[src/rtl/ahb_split_slave_ctrl.sv]
// AHB slave front-end that splits masters while its backend is busy and
// releases them round-robin through hsplitx once the backend frees up.
module ahb_split_slave_ctrl #(
    parameter int NM    = 5,
    parameter int RELTO = 8
) (
    input  logic          hclk,
    input  logic          hreset,
    input  logic          hsel,
    input  logic [1:0]    htrans,
    input  logic          hready,
    input  logic [NM-1:0] hmaster,
    input  logic          hmastlock,
    input  logic          be_done,
    output logic          hreadyout,
    output logic [1:0]    hresp,
    output logic [NM-1:0] hsplitx,
    output logic          be_start,
    output logic [NM-1:0] split_pending
);

    localparam int RW = (NM > 1) ? $clog2(NM) : 1;

    localparam logic [1:0] HR_OKAY  = 2'b00;
    localparam logic [1:0] HR_ERROR = 2'b01;
    localparam logic [1:0] HR_SPLIT = 2'b11;

    typedef enum logic [2:0] {
        IDLE,
        SPLIT1,
        SPLIT2,
        LWAIT,
        ERR1,
        ERR2
    } state_t;

    state_t        state_q;
    state_t        state_d;
    logic          busy_q;
    logic [NM-1:0] mask_q;
    logic [NM-1:0] mask_d;
    logic [RW-1:0] rr_q;
    logic          rel_out_q;
    logic [7:0]    cnt_q;
    logic [NM-1:0] hsplitx_q;
    logic          be_start_q;

    logic          valid;
    logic          onehot;
    logic          busy_eff;
    logic          launch;
    logic          lw_go;
    logic          split_set;
    logic          rel_hit;
    logic [RW-1:0] rel_idx;
    logic          rel_go;
    int            j;

    assign valid    = hsel & hready & ((htrans == 2'b10) | (htrans == 2'b11));
    assign onehot   = (hmaster != '0) &&
                      ((hmaster & (hmaster - NM'(1))) == '0);
    // A completion in this cycle frees the backend for a same-cycle request.
    assign busy_eff = busy_q & ~be_done;

    always_comb begin
        rel_hit = 1'b0;
        rel_idx = '0;
        j       = 0;
        for (int i = 0; i < NM; i++) begin
            j = int'(rr_q) + i;
            if (j >= NM) j = j - NM;
            if (!rel_hit && mask_q[j]) begin
                rel_hit = 1'b1;
                rel_idx = RW'(j);
            end
        end
    end

    assign rel_go = (state_q == IDLE) & ~busy_eff & rel_hit &
                    ~rel_out_q & ~valid;

    always_comb begin
        state_d   = state_q;
        hreadyout = 1'b1;
        hresp     = HR_OKAY;
        launch    = 1'b0;
        lw_go     = 1'b0;
        split_set = 1'b0;
        unique case (state_q)
            IDLE: begin
                if (valid) begin
                    if (!onehot) begin
                        state_d = ERR1;
                    end else if (!busy_eff) begin
                        launch = 1'b1;
                    end else if (hmastlock) begin
                        state_d = LWAIT;
                    end else begin
                        state_d   = SPLIT1;
                        split_set = 1'b1;
                    end
                end
            end
            SPLIT1: begin
                hreadyout = 1'b0;
                hresp     = HR_SPLIT;
                state_d   = SPLIT2;
            end
            SPLIT2: begin
                hresp   = HR_SPLIT;
                state_d = IDLE;
            end
            LWAIT: begin
                if (busy_eff) begin
                    hreadyout = 1'b0;
                end else begin
                    lw_go   = 1'b1;
                    state_d = IDLE;
                end
            end
            ERR1: begin
                hreadyout = 1'b0;
                hresp     = HR_ERROR;
                state_d   = ERR2;
            end
            ERR2: begin
                hresp   = HR_ERROR;
                state_d = IDLE;
            end
            default: state_d = IDLE;
        endcase
    end

    always_comb begin
        mask_d = mask_q;
        if (split_set) mask_d = mask_q | hmaster;
        if (rel_go)    mask_d = mask_q & ~(NM'(1) << rel_idx);
    end

    // Locked transfers launch combinationally in the cycle the backend frees.
    assign be_start      = be_start_q | lw_go;
    assign hsplitx       = hsplitx_q;
    assign split_pending = mask_q;

    always_ff @(posedge hclk or posedge hreset) begin
        if (hreset) begin
            state_q    <= IDLE;
            busy_q     <= 1'b0;
            mask_q     <= '0;
            rr_q       <= '0;
            rel_out_q  <= 1'b0;
            cnt_q      <= '0;
            hsplitx_q  <= '0;
            be_start_q <= 1'b0;
        end else begin
            state_q    <= state_d;
            mask_q     <= mask_d;
            be_start_q <= launch;
            hsplitx_q  <= rel_go ? (NM'(1) << rel_idx) : '0;

            if (launch | lw_go) busy_q <= 1'b1;
            else if (be_done)   busy_q <= 1'b0;

            if (rel_go) begin
                rr_q <= (rel_idx == RW'(NM - 1)) ? '0 : rel_idx + RW'(1);
            end

            if (rel_go) begin
                rel_out_q <= 1'b1;
                cnt_q     <= '0;
            end else if (rel_out_q) begin
                if (be_start || cnt_q == 8'(RELTO - 1)) begin
                    rel_out_q <= 1'b0;
                    cnt_q     <= '0;
                end else begin
                    cnt_q <= cnt_q + 8'd1;
                end
            end
        end
    end

endmodule

[config.mk]
export PLATFORM = sky130hd
export DESIGN_NAME = ahb_split_slave_ctrl
export DESIGN_NICKNAME = d
export VERILOG_FILES = /design/src/rtl/ahb_split_slave_ctrl.sv
export SDC_FILE = /design/constraint.sdc
export NUM_CORES = 1
export LEC_CHECK = 0
export CORE_UTILIZATION = 46
export CTS_BUF_LIST = sky130_fd_sc_hd__clkbuf_2
export DETAILED_ROUTE_END_ITERATION = 10
export PLACE_DENSITY = 0.68
export SETUP_SLACK_MARGIN = 0.1
export SYNTH_ARGS = -nofsm -noshare
export SYNTH_HDL_FRONTEND = slang
export SYNTH_SLANG_ARGS = --single-unit
[constraint.sdc]
create_clock -name hclk -period 5.4 [get_ports hclk]
set_clock_uncertainty 0.05 [all_clocks]
set_input_delay 1.08 -clock hclk [delete_from_list [all_inputs] [get_ports hclk]]
set_output_delay 1.08 -clock hclk [all_outputs]
set_load 0.005 [all_outputs]
* After elaboration in Yosys (flattened, before gate mapping)
Index checks and enable logic that the tools add are counted.
** Storage, ports and cells
- Output and inout bits :: 14
- Bits of input ports :: 13
- Logic and storage cells :: 141
- Register bits :: 27
** Cells by class
- $lt $le $gt $ge :: 10
- Multiplexer cells :: 60
- Bitwise gates (word level) :: 18
- Add/sub/neg operators :: 12
- Reduce and logical (&&, ||, !) cells :: 20
- Equality and inequality tests :: 12
- Shifts and indexed selects :: 1
** Operators by type and width (count)
- $lt A32 B5 Y1 const B :: 5
- $mux W32 :: 5
- $mux W1 :: 30
- $mux W3 :: 10
- $mux W8 :: 3
- $sub A4 B3 Y5 const B :: 4
- $ge A4 B3 Y1 const B :: 4
- $bmux W1 S3 :: 5
- $mux W5 :: 3
- $pmux W3 S4 :: 1
- $and A5 B5 Y5 :: 2
- $eq A3 B3 Y1 const B :: 3
- $add A3 B2 Y4 const B :: 2
- $add A8 B1 Y8 const B :: 1
- $eq A8 B3 Y1 const B :: 1
- $and A1 B1 Y1 :: 7
- $eq A3 B2 Y1 const B :: 2
- $reduce_bool A2 Y1 :: 3
- $reduce_or A2 Y1 :: 3
- $logic_and A1 B1 Y1 :: 5
- $logic_not A5 Y1 :: 1
- $not A5 Y5 :: 1
- $or A5 B5 Y5 :: 1
- $reduce_bool A5 Y1 :: 1
- 20 further kinds :: 30

* Longest topological paths before layout
- Depth after elaboration :: 22
- Gate-level depth with buffers :: 17
- Mapped depth without buffers :: 15

* Least setup slack after synthesis
Ideal clock, no wire load.
- Path type :: register to register
- Start point :: reg rr_q[1]
- End point :: reg rr_q[2]
- Arrival time :: 3.809 ns
- Slack :: 1.458 ns
- Cell stages (with the launch flop) :: 18
- Data required time :: 5.268 ns
- Library setup time :: 0.082 ns
- Period minus slack after synthesis :: 3.942 ns
- Path through :: dfrtp_1 clkbuf_1 inv_1 ha_1 inv_1 ha_1 buf_2 or3_1 o211ai_1 mux2_2 and3_1 a211o_1 nand3b_4 mux2_4 nor2_1 ha_1 nand2b_1 o22ai_1
** On the way
- Word-level cells in the longest chain between the ends :: 21
** Ends and longest elaborated chain
- from (decl) :: RTL line 42 : logic [RW-1:0] rr_q;
- from (signal assigned) :: RTL line 165 : rr_q <= (rel_idx == RW'(NM - 1)) ? '0 : rel_idx + RW'(1);
- branches (longest 21 deep; another with $sub A4 B3 Y5)
Parallel ways; which one is timed is not known. The select of a mux whose other input is x is not followed.
A chain may end at the register's enable or synchronous reset.

* Worst setup path in the final report
Ends and elaborated chain as after synthesis.

==> results.md <==
* Post-synth EDFFs at 0
* Seq/Total Area, Yosys at 27.1%
* R2R Path End: rr_q[2]$_DFFE_PP0P_
* Final wirelength at 5.70 mm
* Number of post-CTS setup repair buffers at 0
* Synth top area cells: dfrtp_1 27%, ha_1 7.0%, nor2_1 5.0%
* Vias in the first global route at 1836
* Hold slack at 0.501 ns
* Routed vias at 2164
* CTS tree: built
* Crit path capture: rr_q[2]$_DFFE_PP0P_
* Starting Density at 48.2%
* Iter 0 DRT Violations at 137
* Worst-Margin Slew at 1.03 ns
* Internal power at 0.000891 W
* Nets at 332
* Mapped Cells at 289
* DRT antenna net count at 0
* Net switching power at 0.000973 W
* Top cell type's share of synthesized area at 27.1%
* Synth Register Bits at 27
* Run status: complete, no violations
* Slew Limit Fails at 0
* Cell type with the largest total area after synthesis: dfrtp_1
* Clock slew at reported path FFs at 0.28 ns
* Async set-reset flop share out of synthesis at 100%
* Maximum VDD drop at 0.267 mV
* H-tree levels at 1
* Die Y at 75.6 µm
* Die area at 5720 µm²
* Tightest Hold Check Type: register to register
* Crit path required time at 5.68 ns
* Final Non-Filler Cells at 374
* Buffers on Ports at 25
* RSZ-0062 raised after global routing: false
* Max Root-Sink Buffers at 2
* GRT Total Usage at 20.0%
* Drt drc at 0
* Share of cells above drive strength 1 at 10.2%
* Avg Inst Size Synth at 8.62 µm²
* Crit path max fanout at 13
* Crit path DAT at 4.70 ns
* Post-synth net total at 316
* Largest net degree at the start of global routing at 28
* Worst r2r src: rr_q[1]$_DFFE_PP0P_
* Core Region at 5170 µm²
* Util after Layout at 54.0%
* CP Launch Type: register
* Area grow syn2layout at 12.0%
* Final Cycle Share at 81.8%
* Fmax at 226 MHz
* Leakage at 1.24 nW
* CTS Root Cell: clkbuf_2
* Post-DP Area at 2770 µm²
* Final min period at 4.42 ns
* Post-DR wirelength/cell at 15.2 µm
* Overflow after GRT at 0
* Mapped Area at 2490 µm²
* Clock share of power at 4.5%
* Ys Warns at 0
* First-pass GRT wire length at 8.85 mm
* Final Hold Viols at 0
* Max Cap Viol at 0
* CTS buffer count at 3
* Setup TNS at 0 ns
* Slew HR at 31.2%
* Predominant post-synthesis flop cell: dfrtp_1
* Chip width at 75.6 µm
* Kind of critical path: register to register
* Register-to-Register Path Depth at 15
* Antenna violations before repair at 0
* # IOs at 27
* CP startpoint: rr_q[1]$_DFFE_PP0P_
* Synth unique cells at 55
* Vias per inst at 5.79
* Logic pwr share at 76.3%
* GPL Wtd Cong at 0.874
* Antenna cells at 0
* Post-CTS Hold Buffers at 0
* Clk_lat worst skew at 0.37 ns
* # resized after CTS at 0
* Placed insts at 370
* Row count at 26
* Number of fillers in the final layout at 477
* Cell area power density at 668 nW/µm²
* Switching Share at 52.2%
* Final number of setup-violating endpoints at 0
* Initial DRT Pass Iterations at 4
* Sink Count at 27
* Sequential power share at 19.1%
* Post-DP HPWL at 4.19 mm
* R2R setup slack at 0.98 ns
* Final instance area at 2790 µm²
* Critical Path Sink Type: register
-- sequential cells by signal, indices dropped and copies added (netlist names) --
name / flops
hsplitx: 5
state_q: 3
rr_q: 3
cnt_q: 8
busy_q: 1
be_start_q: 1
rel_out_q: 1
split_pending: 5
-- per-stage QoR --
step,power (W),setup slack (ns)
floorplan,0.00148,1.46
global placement,0.00174,1.10
detailed placement,0.00177,1.05
CTS,0.00186,0.993
global route,0.00201,0.689
finish,0.00186,0.983
-- worst max-delay path, cell delays in order, from the launching register on --
cell,delay (ns)
dfrtp_1,0.70
inv_1,0.26
ha_1,0.25
inv_1,0.05
ha_1,0.32
or3_1,0.35
o211ai_1,0.25
mux2_2,0.40
and3_1,0.19
mux2_1,0.30
a221oi_2,0.38
mux2_4,0.26
nor2_1,0.05
ha_1,0.28
nand2b_1,0.15
o22ai_1,0.13
-- cells in the mapped netlist, drive strengths merged (7+ instances only) --
| cell | number |
|---|---|
| inv | 13 |
| nor2 | 33 |
| mux2 | 8 |
| nor3 | 11 |
| and3 | 9 |
| nand2 | 18 |
| clkbuf | 9 |
| dfrtp | 27 |
| nor3b | 8 |
| mux2i | 11 |
| o21ai | 20 |
| a21oi | 24 |
| ha | 14 |
| buf | 7 |
-- worst min-delay path by stage --
stage                       start            endpoint  slack [ns]  depth (start not counted)
3_3_place_gp   busy_q$_DFFE_PP0P_  busy_q$_DFFE_PP0P_        0.44                          2
6_report       busy_q$_DFFE_PP0P_  busy_q$_DFFE_PP0P_        0.50                          2
5_1_grt        busy_q$_DFFE_PP0P_  busy_q$_DFFE_PP0P_        0.56                          2
4_1_cts        busy_q$_DFFE_PP0P_  busy_q$_DFFE_PP0P_        0.51                          2
3_5_place_dp   busy_q$_DFFE_PP0P_  busy_q$_DFFE_PP0P_        0.45                          2
2_1_floorplan  busy_q$_DFFE_PP0P_  busy_q$_DFFE_PP0P_        0.42                          2
-- power groups by stage --
stage | registers [W] | clock network [W] | logic [W]
floorplan | 0.000295 | 0 | 0.00118
global placement | 0.000359 | 0 | 0.00138
detailed placement | 0.000360 | 0 | 0.00141
CTS | 0.000355 | 0.0000899 | 0.00141
global route | 0.000370 | 0.0000935 | 0.00154
finish | 0.000357 | 0.0000847 | 0.00142
-- placed cells by master (no fill, tap or decap), types with 3 or more instances in the layout --
cell type	netlist	routed
nor3_1	11	11
a31oi_1	6	6
o211ai_1	3	3
a211oi_1	3	3
a211o_1	3	3
nand3_1	3	3
a21o_1	3	3
clkbuf_2	0	3
nor2_1	33	33
and3_1	9	9
o21ai_1	4	4
mux2_2	4	4
nand2_1	18	18
mux4_2	4	4
dfrtp_1	27	27
xnor2_1	6	6
nor2b_1	5	5
nand2b_1	5	5
a21oi_1	23	23
xor2_1	4	4
ha_1	14	14
mux2_4	3	3
nor3b_1	8	8
clkdlybuf4s50_1	0	25
mux2i_1	11	11
o21ai_0	16	16
inv_1	13	13
-- area by class of cell --
| type | count | area [µm²] | share of cell area [%] |
|---|---|---|---|
| Multi-Input combinational cell | 232 | 1690 | 60.4 |
| Sequential cell | 27 | 676 | 24.2 |
| Timing Repair Buffer | 27 | 265 | 9.50 |
| Tap cell | 70 | 87.6 | 3.14 |
| Inverter | 14 | 52.6 | 1.88 |
| Clock buffer | 3 | 15.0 | 0.538 |
| Clock inverter | 1 | 8.76 | 0.314 |
-- routing by layer --
layer | track usage [%] | share of wire [%]
met1 | 30.6 | 52
met2 | 32.0 | 45
met3 | 2.78 | 3.7
met4 | 0 | 0
met5 | 0 | 0
-- cells by family (layout without fill, tap and decap cells) --
family                   Yosys count  after routing  share of synthesized area (%)
AO/OA/AOI/OAI                     85             85                           24.7
XOR/XNOR                          10             10                           3.51
adder cells (fa/ha/maj)           14             14                           7.03
buffers and inverters             30             45                           5.22
flip-flops                        27             27                           27.1
multiplexers                      23             23                           12.1
AND/OR/NAND/NOR                  100            100                           20.3
(Power assumes the default switching activity.)
==> edit (same settings) <==
`NM`: 5 -> 4.
--- a/src/rtl/ahb_split_slave_ctrl.sv
+++ b/src/rtl/ahb_split_slave_ctrl.sv
@@ -1,7 +1,7 @@
 // AHB slave front-end that splits masters while its backend is busy and
 // releases them round-robin through hsplitx once the backend frees up.
 module ahb_split_slave_ctrl #(
-    parameter int NM    = 5,
+    parameter int NM    = 4,
     parameter int RELTO = 8
 ) (
     input  logic          hclk,
Interface: changed (resized hmaster, hsplitx and split_pending); port bits go from 27 to 24. The function was not compared with the original's and may differ.
==> edit against the unedited design <==
Worst setup slack better by 0.66 ns. Cell area fell by 41%. Sequential power down 17%. Area after synthesis fell by 44%. Count of clock-buffer cells in the layout is the same. Wire length is 52% lower. Power down 64%. Sequential cell count fell by 3. Critical path type is now in2out. Largest power group unchanged. Highest routed layer is now met4.
==> edit: results (changes against the unedited design) <==
* Status: completed
* Worst r2r src: state_q[2]$_DFFE_PP0P_
* First-pass GRT wire length at 4840 um (-45%)
* WL/cell at 14.0 um (-8.1%)
* Post-synthesis mux area share at 3.78% (-8.3 points)
* Synth top area cells: dfrtp_1, ha_1, nand3_1
* Distinct cells, synth at 48 (-13%)
* Adder-Cell Fraction of Synth Area at 4.50% (-2.5 points)
* Port Buffers at 22 (-12%)
* Synth Area in XOR/XNOR at 1.26% (-2.3 points)
* DPL Wire Length at 2130 um (-49%)
* Compound-Gate Fraction of Synth Area at 18.0% (-6.7 points)
* HP Class: reg2reg
* Vias in the first global route at 1142 (-38%)
* Largest net degree at the start of global routing at 25 (-11%)
* End of the worst register-to-register path: rr_q[1]$_DFFE_PP0P_
* Worst-margin pin slew at 0.892 ns (-0.138 ns)
* Hold Crit Depth at 1 (-1)
* Met2 Usage GRT at 33.1% (+1.1 points)
* Layout cells sized above 1 at 9.70% (-0.50 points)
* CTS root buffer: clkbuf_2
* Sequential area share after synthesis at 43.2% (+16 points)
* Reg2reg setup slack at 3.39 ns (+2.41 ns)
* Fillers at 273 (-43%)
* Hold worst-path end: cnt_q[5]$_DFFE_PP0P_
* Clk slew on worst S/H paths at 0.20 ns (-0.08 ns)
* Placer Congestion at 0.773 (-12%)
* Vias at 1141 (-47%)
* Crit path from: be_done
* Post-synth top cells: dfrtp_1, nor2_1, nand2_1
* Worst r2r path cells at 4 (-11)
* Worst vdd ir at 0.282 mV (+5.9%)
* GRT Total Usage at 19.3% (-0.71 points)
* Min-delay src: cnt_q[5]$_DFFE_PP0P_
* Crit Path Max Fanout at 6 (-7)
* Worst setup path end: hreadyout
* DRC marker count from the first detailed-route iteration at 64 (-53%)
* GR Util met1 at 24.3% (-6.3 points)
* Syn Nets at 161 (-49%)
* Layout net count at 184 (-45%)
* Arr. time, crit path at 2.63 ns (-2.07 ns)
* Met3 GRT Util at 3.17% (+0.40 points)
* Leak at 0.000686 uW (-45%)
[edit: cell types whose count changed after synthesis, moves of 8 or more]
cell,change
a21oi_1,-16
nor2_1,-21
ha_1,-9
mux2i_1,-8
o21ai_0,-14
nor3_1,-8
[edit: worst max-delay path, cell delays in order]
cell,delay [ns]
clkdlybuf4s50_1,0.42
nand2b_1,0.26
a211oi_1,0.34
a21oi_1,0.07
clkdlybuf4s50_1,0.46
[edit: kinds of logic after synthesis]
family	Yosys count
AO/OA/AOI/OAI	31
adder cells (fa/ha/maj)	5
XOR/XNOR	2
AND/OR/NAND/NOR	63
flip-flops	24
buffers and inverters	14
multiplexers	5
[edit: through the flow]
stage	instances	util [%]	worst slack, ns	hold WS, ns	power (uW)
2_1_floorplan	144	-	2.64	0.427	505
3_3_place_gp	193	58.2	1.68	0.450	599
3_5_place_dp	193	58.2	1.63	0.453	615
4_1_cts	196	58.7	1.61	0.479	684
5_1_grt	196	58.7	1.54	0.508	733
6_report	196	58.7	1.64	0.481	676
[edit: layout make-up]
class | count | area (um2) | share of cell area (%)
Inverter | 10 | 37.5 | 2.28
Clock buffer | 3 | 15.0 | 0.912
Multi-Input combinational cell | 106 | 734 | 44.6
Sequential cell | 24 | 601 | 36.5
Timing Repair Buffer | 22 | 220 | 13.4
Tap cell | 31 | 38.8 | 2.36
[edit: routing by layer]
layer	routed length, um	vias up
li1	-	569
met1	1300	545
met2	1310	22
met3	90	5
met4	41	0
met5	0	-
[edit: power breakdown]
part / internal [uW] / switching, uW / total, uW
Sequential: 224 / 72.2 / 297
Combinational: 160 / 153 / 314
Clock: 15.1 / 50.9 / 66.0
